--- src/rtl/usb_rx.sv ---
// ---------------------------------------------------------------------------
// usb_rx -- USB low/full-speed receive front end.
//
// Recovers bytes from the D+/D- line state. The line runs through a 2-flop
// synchronizer. A phase counter realigns on every line edge and samples the
// middle of each bit (4 clk per bit). Received bits are NRZI-decoded and
// unstuffed. An FSM finds SYNC, assembles bytes LSB first and detects EOP.
//
// Ports:
//   clk     in   system clock, 4x the USB bit rate
//   reset   in   synchronous, active-high reset
//   d       in   line state {D+,D-} (J, K, SE0), asynchronous to clk
//   data    out  last received byte, held until the next valid strobe
//   valid   out  1-clk strobe: data holds a new byte
//   active  out  high from SYNC accepted until EOP or abort
//   eop     out  1-clk strobe at packet end
//   err     out  1-clk strobe on a receive error
//
// Build option:
//   USB_RX_STUFF_ERR_EN  when defined, a 1 where a stuff bit is expected
//                        aborts the packet with err. Otherwise that bit is
//                        dropped like a normal stuff bit.
// ---------------------------------------------------------------------------
package types;
   // {D+, D-}: J is the full-speed idle state (D+ high).
   typedef enum logic [1:0] {
      LS_SE0 = 2'b00,
      LS_K   = 2'b01,
      LS_J   = 2'b10,
      LS_SE1 = 2'b11
   } d_port_t;
endpackage

module usb_rx (
   input  logic           clk,
   input  logic           reset,
   input  types::d_port_t d,
   output logic [7:0]     data,
   output logic           valid,
   output logic           active,
   output logic           eop,
   output logic           err
);
   import types::*;

   typedef enum logic [2:0] {
      S_IDLE, S_SYNC, S_DATA, S_WAIT_EOP, S_EOP_J
   } state_t;

   d_port_t    r_sync1, r_sync2, r_line, r_prev;
   logic [1:0] r_phase;
   state_t     r_state, w_state_nx;
   logic [2:0] r_ones, w_ones_nx;
   logic [2:0] r_bit_cnt, w_bit_cnt_nx;
   logic [3:0] r_aux_cnt, w_aux_cnt_nx;
   logic [7:0] r_shift, w_shift_nx;
   logic [7:0] r_data, w_data_nx;
   logic       r_valid, w_valid_nx;
   logic       r_eop, w_eop_nx;
   logic       r_err, w_err_nx;
   logic       r_active, w_active_nx;
   logic       w_sample, w_se0, w_bit;
   logic [7:0] w_shift_in;

   // r_line is the synchronized line state. The phase counter restarts on
   // the clk where r_line takes a new value. Phase 2 is then the middle of
   // that bit, and every 4th clk after it while the line holds still.
   assign w_sample   = (r_phase == 2'd2);
   // SE1 is illegal on the bus and is treated like SE0.
   assign w_se0      = (r_line == LS_SE0) || (r_line == LS_SE1);
   // NRZI: no change from the previous sample is a 1.
   assign w_bit      = (r_line == r_prev);
   assign w_shift_in = {w_bit, r_shift[7:1]};

   always_ff @(posedge clk) begin
      if (reset) begin
         r_sync1 <= LS_J;
         r_sync2 <= LS_J;
         r_line  <= LS_J;
         r_prev  <= LS_J;
         r_phase <= 2'd0;
      end else begin
         // NOTE: sequential state uses non-blocking assignments, so the
         // three synchronizer stages shift instead of collapsing into one.
         r_sync1 <= d;
         r_sync2 <= r_sync1;
         r_line  <= r_sync2;
         r_phase <= (r_sync2 != r_line) ? 2'd0 : r_phase + 2'd1;
         // SE0 carries no NRZI information, so it leaves the history alone.
         if (w_sample && !w_se0) r_prev <= r_line;
      end
   end

   always_ff @(posedge clk) begin
      if (reset) begin
         r_state   <= S_IDLE;
         r_ones    <= 3'd0;
         r_bit_cnt <= 3'd0;
         r_aux_cnt <= 4'd0;
         r_shift   <= 8'h00;
         r_data    <= 8'h00;
         r_valid   <= 1'b0;
         r_eop     <= 1'b0;
         r_err     <= 1'b0;
         r_active  <= 1'b0;
      end else begin
         r_state   <= w_state_nx;
         r_ones    <= w_ones_nx;
         r_bit_cnt <= w_bit_cnt_nx;
         r_aux_cnt <= w_aux_cnt_nx;
         r_shift   <= w_shift_nx;
         r_data    <= w_data_nx;
         r_valid   <= w_valid_nx;
         r_eop     <= w_eop_nx;
         r_err     <= w_err_nx;
         r_active  <= w_active_nx;
      end
   end

   // r_aux_cnt counts bit times in SYNC and SE0 bit times in EOP_J. In
   // WAIT_EOP it flags that SE0 has been seen.
   always_comb begin
      // NOTE: every signal driven here gets a default first, so no path can
      // leave one unassigned and infer a latch.
      w_state_nx   = r_state;
      w_ones_nx    = r_ones;
      w_bit_cnt_nx = r_bit_cnt;
      w_aux_cnt_nx = r_aux_cnt;
      w_shift_nx   = r_shift;
      w_data_nx    = r_data;
      w_valid_nx   = 1'b0;
      w_eop_nx     = 1'b0;
      w_err_nx     = 1'b0;
      w_active_nx  = r_active;
      if (w_sample) begin
         case (r_state)
            S_IDLE: begin
               if (r_line == LS_K) begin
                  w_state_nx   = S_SYNC;
                  // Seed with ones so a SYNC match needs five real zeros.
                  w_shift_nx   = {w_bit, 7'h7F};
                  w_aux_cnt_nx = 4'd1;
               end
            end
            S_SYNC: begin
               if (w_se0) begin
                  w_state_nx = S_IDLE;
               end else if (w_shift_in[7:2] == 6'b100000) begin
                  w_state_nx   = S_DATA;
                  w_active_nx  = 1'b1;
                  w_bit_cnt_nx = 3'd0;
                  // The closing 1 of SYNC starts the run of ones.
                  w_ones_nx    = 3'd1;
               end else if (r_aux_cnt == 4'd11) begin
                  w_state_nx = S_IDLE;
               end else begin
                  w_shift_nx   = w_shift_in;
                  w_aux_cnt_nx = r_aux_cnt + 4'd1;
               end
            end
            S_DATA: begin
               if (w_se0) begin
                  w_state_nx   = S_EOP_J;
                  w_aux_cnt_nx = 4'd1;
               end else if (r_ones == 3'd6) begin
                  // This bit is a stuff bit and never reaches the shifter.
                  w_ones_nx = 3'd0;
`ifdef USB_RX_STUFF_ERR_EN
                  if (w_bit) begin
                     w_err_nx     = 1'b1;
                     w_active_nx  = 1'b0;
                     w_state_nx   = S_WAIT_EOP;
                     w_aux_cnt_nx = 4'd0;
                  end
`endif
               end else begin
                  w_ones_nx    = w_bit ? r_ones + 3'd1 : 3'd0;
                  w_shift_nx   = w_shift_in;
                  w_bit_cnt_nx = r_bit_cnt + 3'd1;
                  if (r_bit_cnt == 3'd7) begin
                     w_data_nx  = w_shift_in;
                     w_valid_nx = 1'b1;
                  end
               end
            end
            S_EOP_J: begin
               if (r_line == LS_J) begin
                  w_eop_nx    = 1'b1;
                  // A partial byte at EOP is discarded and reported.
                  w_err_nx    = (r_bit_cnt != 3'd0);
                  w_active_nx = 1'b0;
                  w_state_nx  = S_IDLE;
               end else if (r_line == LS_K || r_aux_cnt == 4'd3) begin
                  w_err_nx    = 1'b1;
                  w_active_nx = 1'b0;
                  w_state_nx  = S_IDLE;
               end else begin
                  w_aux_cnt_nx = r_aux_cnt + 4'd1;
               end
            end
            S_WAIT_EOP: begin
               if (w_se0) begin
                  w_aux_cnt_nx = 4'd1;
               end else if (r_line == LS_J && r_aux_cnt != 4'd0) begin
                  w_state_nx = S_IDLE;
               end
            end
            default: w_state_nx = S_IDLE;
         endcase
      end
   end

   assign data   = r_data;
   assign valid  = r_valid;
   assign active = r_active;
   assign eop    = r_eop;
   assign err    = r_err;

endmodule

--- config.mk ---
export PLATFORM = sky130hd
export DESIGN_NAME = usb_rx
export DESIGN_NICKNAME = d
export VERILOG_FILES = /design/src/rtl/usb_rx.sv
export SDC_FILE = /design/constraint.sdc
export NUM_CORES = 1
export LEC_CHECK = 0
export ABC_AREA = 1
export BUFFER_PORTS_ARGS = -buffer_cell sky130_fd_sc_hd__buf_2
export CORE_MARGIN = 1.5
export CORE_UTILIZATION = 53
export CTS_CLUSTER_SIZE = 10
export DETAILED_ROUTE_END_ITERATION = 7
export PLACE_DENSITY_LB_ADDON = 0.15
export SETUP_SLACK_MARGIN = 0.5
export SYNTH_ARGS = -nofsm -noshare
export SYNTH_HDL_FRONTEND = slang
export SYNTH_SLANG_ARGS = --single-unit
--- constraint.sdc ---
create_clock -name clk -period 1.49 [get_ports clk]
set_input_delay 0.298 -clock clk [delete_from_list [all_inputs] [get_ports clk]]
set_output_delay 0.298 -clock clk [all_outputs]
set_load 0.05 [all_outputs]
==> Flow_metrics.wiki <==
{| class="wikitable"
! Metric !! Value
|-
| Status || completed
|-
| Tcrit/Tclk final || between 90% and 100%
|-
| Power per unit of standard cell area || 701 mW/mm²
|-
| Total number of clock tree sinks || 42
|-
| Number of inserted diodes || 0
|-
| VDD IR max || 0.000703 V
|-
| Overall track demand over capacity in global routing || 26.1%
|-
| Max-slew headroom at the worst pin || 82.6%
|-
| Share of layout cells above drive strength 1 || between 40% and 50%
|-
| Horizontal die dimension || 67.2 µm
|-
| Final WS setup || 0.00756 ns
|-
| Total count of hold-check failures in the final report || 0
|-
| Area leader, netlist || sky130_fd_sc_hd__dfxtp_1
|-
| Cell Area, Synth || 0.00218 mm²
|-
| Hold endpoint || r_sync1[1]
|-
| Number of global-route vias before repair || 1,961
|-
| Total wire length after detailed routing || 6250 µm
|-
| Buffer and inverter count on the worst path || 3
|-
| Min Clock Period, post-route || 1.48 ns
|-
| Number of H-tree branching levels || 2
|-
| Pin slew with the least headroom to its limit || 0.261 ns
|-
| Cell with the most instances on the worst path || sky130_fd_sc_hd__nand2_4
|-
| Overflow after GRT || 0
|-
| Number of nets in the final layout || roughly 370
|-
| Number of rows created at floorplan || 23
|-
| Final core area utilization || 81.4%
|-
| Fraction of the yosys area taken by sequential cells || 38.5%
|-
| Ys Warns || 0
|-
| Clk Tree Root Cell || sky130_fd_sc_hd__clkbuf_8
|-
| Total die area || 0.00451 mm²
|-
| Area added between synthesis and finish || 48.0%
|-
| CTS clock-pin slew for the worst setup and hold paths || 0.08 ns
|-
| Count of max-cap constraint violations || 0
|-
| Worst hold path depth || 2
|-
| Critical Path Source Type || flop
|-
| Post-Synthesis Net Count || roughly 320
|-
| Highest cell delay on the worst timing path || roughly 0.38 ns
|-
| Initial antenna violation count || 0
|-
| Layout filler cell count || about 230
|-
| Async S/R FF share, synth || 0%
|-
| Cell Chain, Critical Path || inv_4 -> buf_6 -> nand2_2 -> nand2_2 -> nor2_4 -> nand2_4 -> nand2_4 -> nand2_4 -> buf_4 -> nand2_1 -> a21oi_1
|-
| Setup Slack @ Placement || -0.0257 ns
|-
| Source-to-sink clock delay at the later pin of the worst-skew pair || 0.30 ns
|-
| Type of the tightest min-delay check || input port to flop
|-
| Count of input and output buffers || 15
|-
| Critical Path RT || approximately 1.7 ns
|-
| Unrepaired setup endpoints after global routing || yes
|-
| Data arrival time of the critical path || around 1.7 ns
|-
| Final max-slew violation count || 0
|-
| Avg Synthesized Cell Area || 7.04 µm²
|-
| Category of the worst setup path capture point || flop
|-
| Synth unique cells || 30
|-
| Total number of vias || approximately 2,300
|-
| Clock tree from TritonCTS || yes
|-
| Delay-heaviest family, CP || simple AND/OR/NAND/NOR gates
|-
| Internal reg-to-reg setup slack || 0.008 ns
|-
| Number of standard cells in the final layout excluding fillers || 411
|-
| First DRT Iteration DRCs || 193
|-
| Clock tree buffer depth || 2
|-
| R2R depth || 11
|-
| First-pass GRT wire length || 8760 µm
|-
| Leakage power total || between 1 and 1.5 nW
|-
| Depth of the critical timing path with buffers and inverters included || 11
|-
| Commonest non-fill, non-tap cell in the layout || sky130_fd_sc_hd__nor2_1
|-
| Overall power consumption || 0.00226 W
|-
| Antenna-violating nets left || 0
|-
| Count of state elements after synthesis || 42
|-
| Post-synth top area share || 38.5%
|-
| Number of instances in the placed design || 378
|-
| Floorplan core area || 0.00397 mm²
|-
| Largest net degree at the start of global routing || 26
|-
| Main area contributors after synthesis || sky130_fd_sc_hd__dfxtp_1 (39%), sky130_fd_sc_hd__nor2_1 (11%), sky130_fd_sc_hd__nand2_1 (9.5%), sky130_fd_sc_hd__ha_1 (5.7%), sky130_fd_sc_hd__inv_1 (5.3%)
|-
| Vias per inst || 5.55
|-
| Die Height || 67.2 µm
|-
| Number of search-and-repair iterations in the first detailed-routing pass || 5
|-
| Count of boundary I/O pins || 16
|-
| Slowest cell on the critical path || sky130_fd_sc_hd__dfxtp_4
|-
| Starting utilization of the core area || 55.0%
|-
| Number of setup violations in the final report || 0
|-
| Worst reg2reg startpoint || r_line[0]
|-
| Most frequent cells in the layout || sky130_fd_sc_hd__nor2_1 (49), sky130_fd_sc_hd__nand2_1 (36), sky130_fd_sc_hd__buf_4 (26), sky130_fd_sc_hd__inv_1 (24), sky130_fd_sc_hd__dfxtp_1 (22)
|-
| Top achievable clock speed || slightly below 0.7 GHz
|-
| Reg-to-Reg End || r_ones[1]
|-
| Post-route setup TNS || 0 ns
|-
| Hold path startpoint || d[1]
|-
| Number of synthesized flops with an enable pin || 0
|-
| Peak fanout along the critical path || 4
|-
| Post-route DRC || 0
|-
| Category of the most critical setup path || flop to flop
|-
| Synthesized instance count || 310
|-
| Final GP Congestion || 0.958
|-
| Most common flop cell mapped by yosys || sky130_fd_sc_hd__dfxtp_1
|-
| Routed wirelength normalized by instance count || 15.2 µm
|-
| Placed wire-length estimate after detailed placement || 3390 µm
|-
| Total CTS buffers || 5
|-
| CTS Hold Bufs || 0
|-
| Clock Skew || 0.00736 ns
|}
==> worst register-to-register path, cell delays in order, from the launching register on <==
cell,delay (ns)
sky130_fd_sc_hd__dfxtp_4,0.38
sky130_fd_sc_hd__inv_4,0.05
sky130_fd_sc_hd__buf_6,0.11
sky130_fd_sc_hd__nand2_2,0.06
sky130_fd_sc_hd__nand2_2,0.07
sky130_fd_sc_hd__nor2_4,0.18
sky130_fd_sc_hd__nand2_4,0.10
sky130_fd_sc_hd__nand2_4,0.11
sky130_fd_sc_hd__nand2_4,0.08
sky130_fd_sc_hd__buf_4,0.14
sky130_fd_sc_hd__nand2_1,0.05
sky130_fd_sc_hd__a21oi_1,0.06
==> metal layers <==
layer | vias up | track usage [%] | wire length, µm
met5 | - | 0 | 0
met2 | 104 | 43.9 | 3100
li1 | 1094 | - | -
met4 | 0 | 9.69 | 253
met3 | 32 | 7.33 | 392
met1 | 1053 | 31.6 | 2510
==> synthesized netlist by cell type (2+ instances only) <==
master                      n
sky130_fd_sc_hd__nand2_1   55
sky130_fd_sc_hd__inv_4      2
sky130_fd_sc_hd__o21ai_0   10
sky130_fd_sc_hd__ha_1      10
sky130_fd_sc_hd__nor2_1    63
sky130_fd_sc_hd__a21oi_1   10
sky130_fd_sc_hd__xor2_1     2
sky130_fd_sc_hd__dfxtp_1   42
sky130_fd_sc_hd__nor3_1     3
sky130_fd_sc_hd__clkbuf_1   3
sky130_fd_sc_hd__clkinv_2   2
sky130_fd_sc_hd__nand2_2    9
sky130_fd_sc_hd__or2_2      3
sky130_fd_sc_hd__nor2_4     3
sky130_fd_sc_hd__nand3_2    2
sky130_fd_sc_hd__inv_1     31
sky130_fd_sc_hd__o21ai_1    3
sky130_fd_sc_hd__inv_2      8
sky130_fd_sc_hd__nor2_2     7
sky130_fd_sc_hd__nand4_1   16
sky130_fd_sc_hd__nand3_1   17
==> layout make-up <==
class / count / area, µm² / share of cell area (%)
Tap cell: 50 / 62.6 / 1.94
Sequential cell: 42 / 886 / 27.4
Clock buffer: 5 / 68.8 / 2.13
Timing Repair inverter: 1 / 6.26 / 0.194
Inverter: 43 / 206 / 6.39
Clock inverter: 3 / 40.0 / 1.24
Timing Repair Buffer: 45 / 435 / 13.5
Multi-Input combinational cell: 222 / 1530 / 47.2
==> power by group <==
group	total, W	internal, W	switching [W]
clock network	0.000897	0.000493	0.000404
registers	0.00114	0.00112	0.0000129
logic	0.000230	0.0000907	0.000139
==> logic make-up after synthesis <==
logic type | share of synthesized area, %
buf+inv | 8.82
compound gates | 6.42
flops | 38.5
simple gates | 39.7
xor+xnor | 0.802
fa+ha+maj | 5.73
==> sequential cells by signal, summed over array words and instances, names as in the netlist <==
signal and flops:
r_line 2, r_state 3, valid 1, r_sync1 2
eop 1, r_shift 7, active 1, r_phase 2
r_ones 3, r_bit_cnt 3, err 1, data 8
r_sync2 2, r_prev 2, r_aux_cnt 4
==> through the flow <==
step	hold WS, ns	area [µm²]
floorplan	0.388	2280
global placement	0.393	2450
detailed placement	0.397	2450
CTS	0.186	2900
global route	0.199	3230
finish	0.192	3230
==> worst max-delay path by stage <==
stage | start | to | slack (ns)
floorplan | r_line[0] | r_state[2] | 0.15
global placement | r_aux_cnt[1] | r_state[2] | 0.01
detailed placement | r_line[0] | r_aux_cnt[0] | -0.03
CTS | r_line[0] | r_ones[2] | 0.05
global route | r_state[2] | r_bit_cnt[0] | -0.08
finish | r_line[0] | r_ones[1] | 0.008
==> timing repair <==
action,4_1_cts,5_1_grt
buffers inserted,14,8
endpoints found under the hold margin,0,0
pin swaps,21,36
cloned,2,1
gates resized for setup,78,76
setup endpoints to repair,45,48
Power figures use the tool's default switching activity.
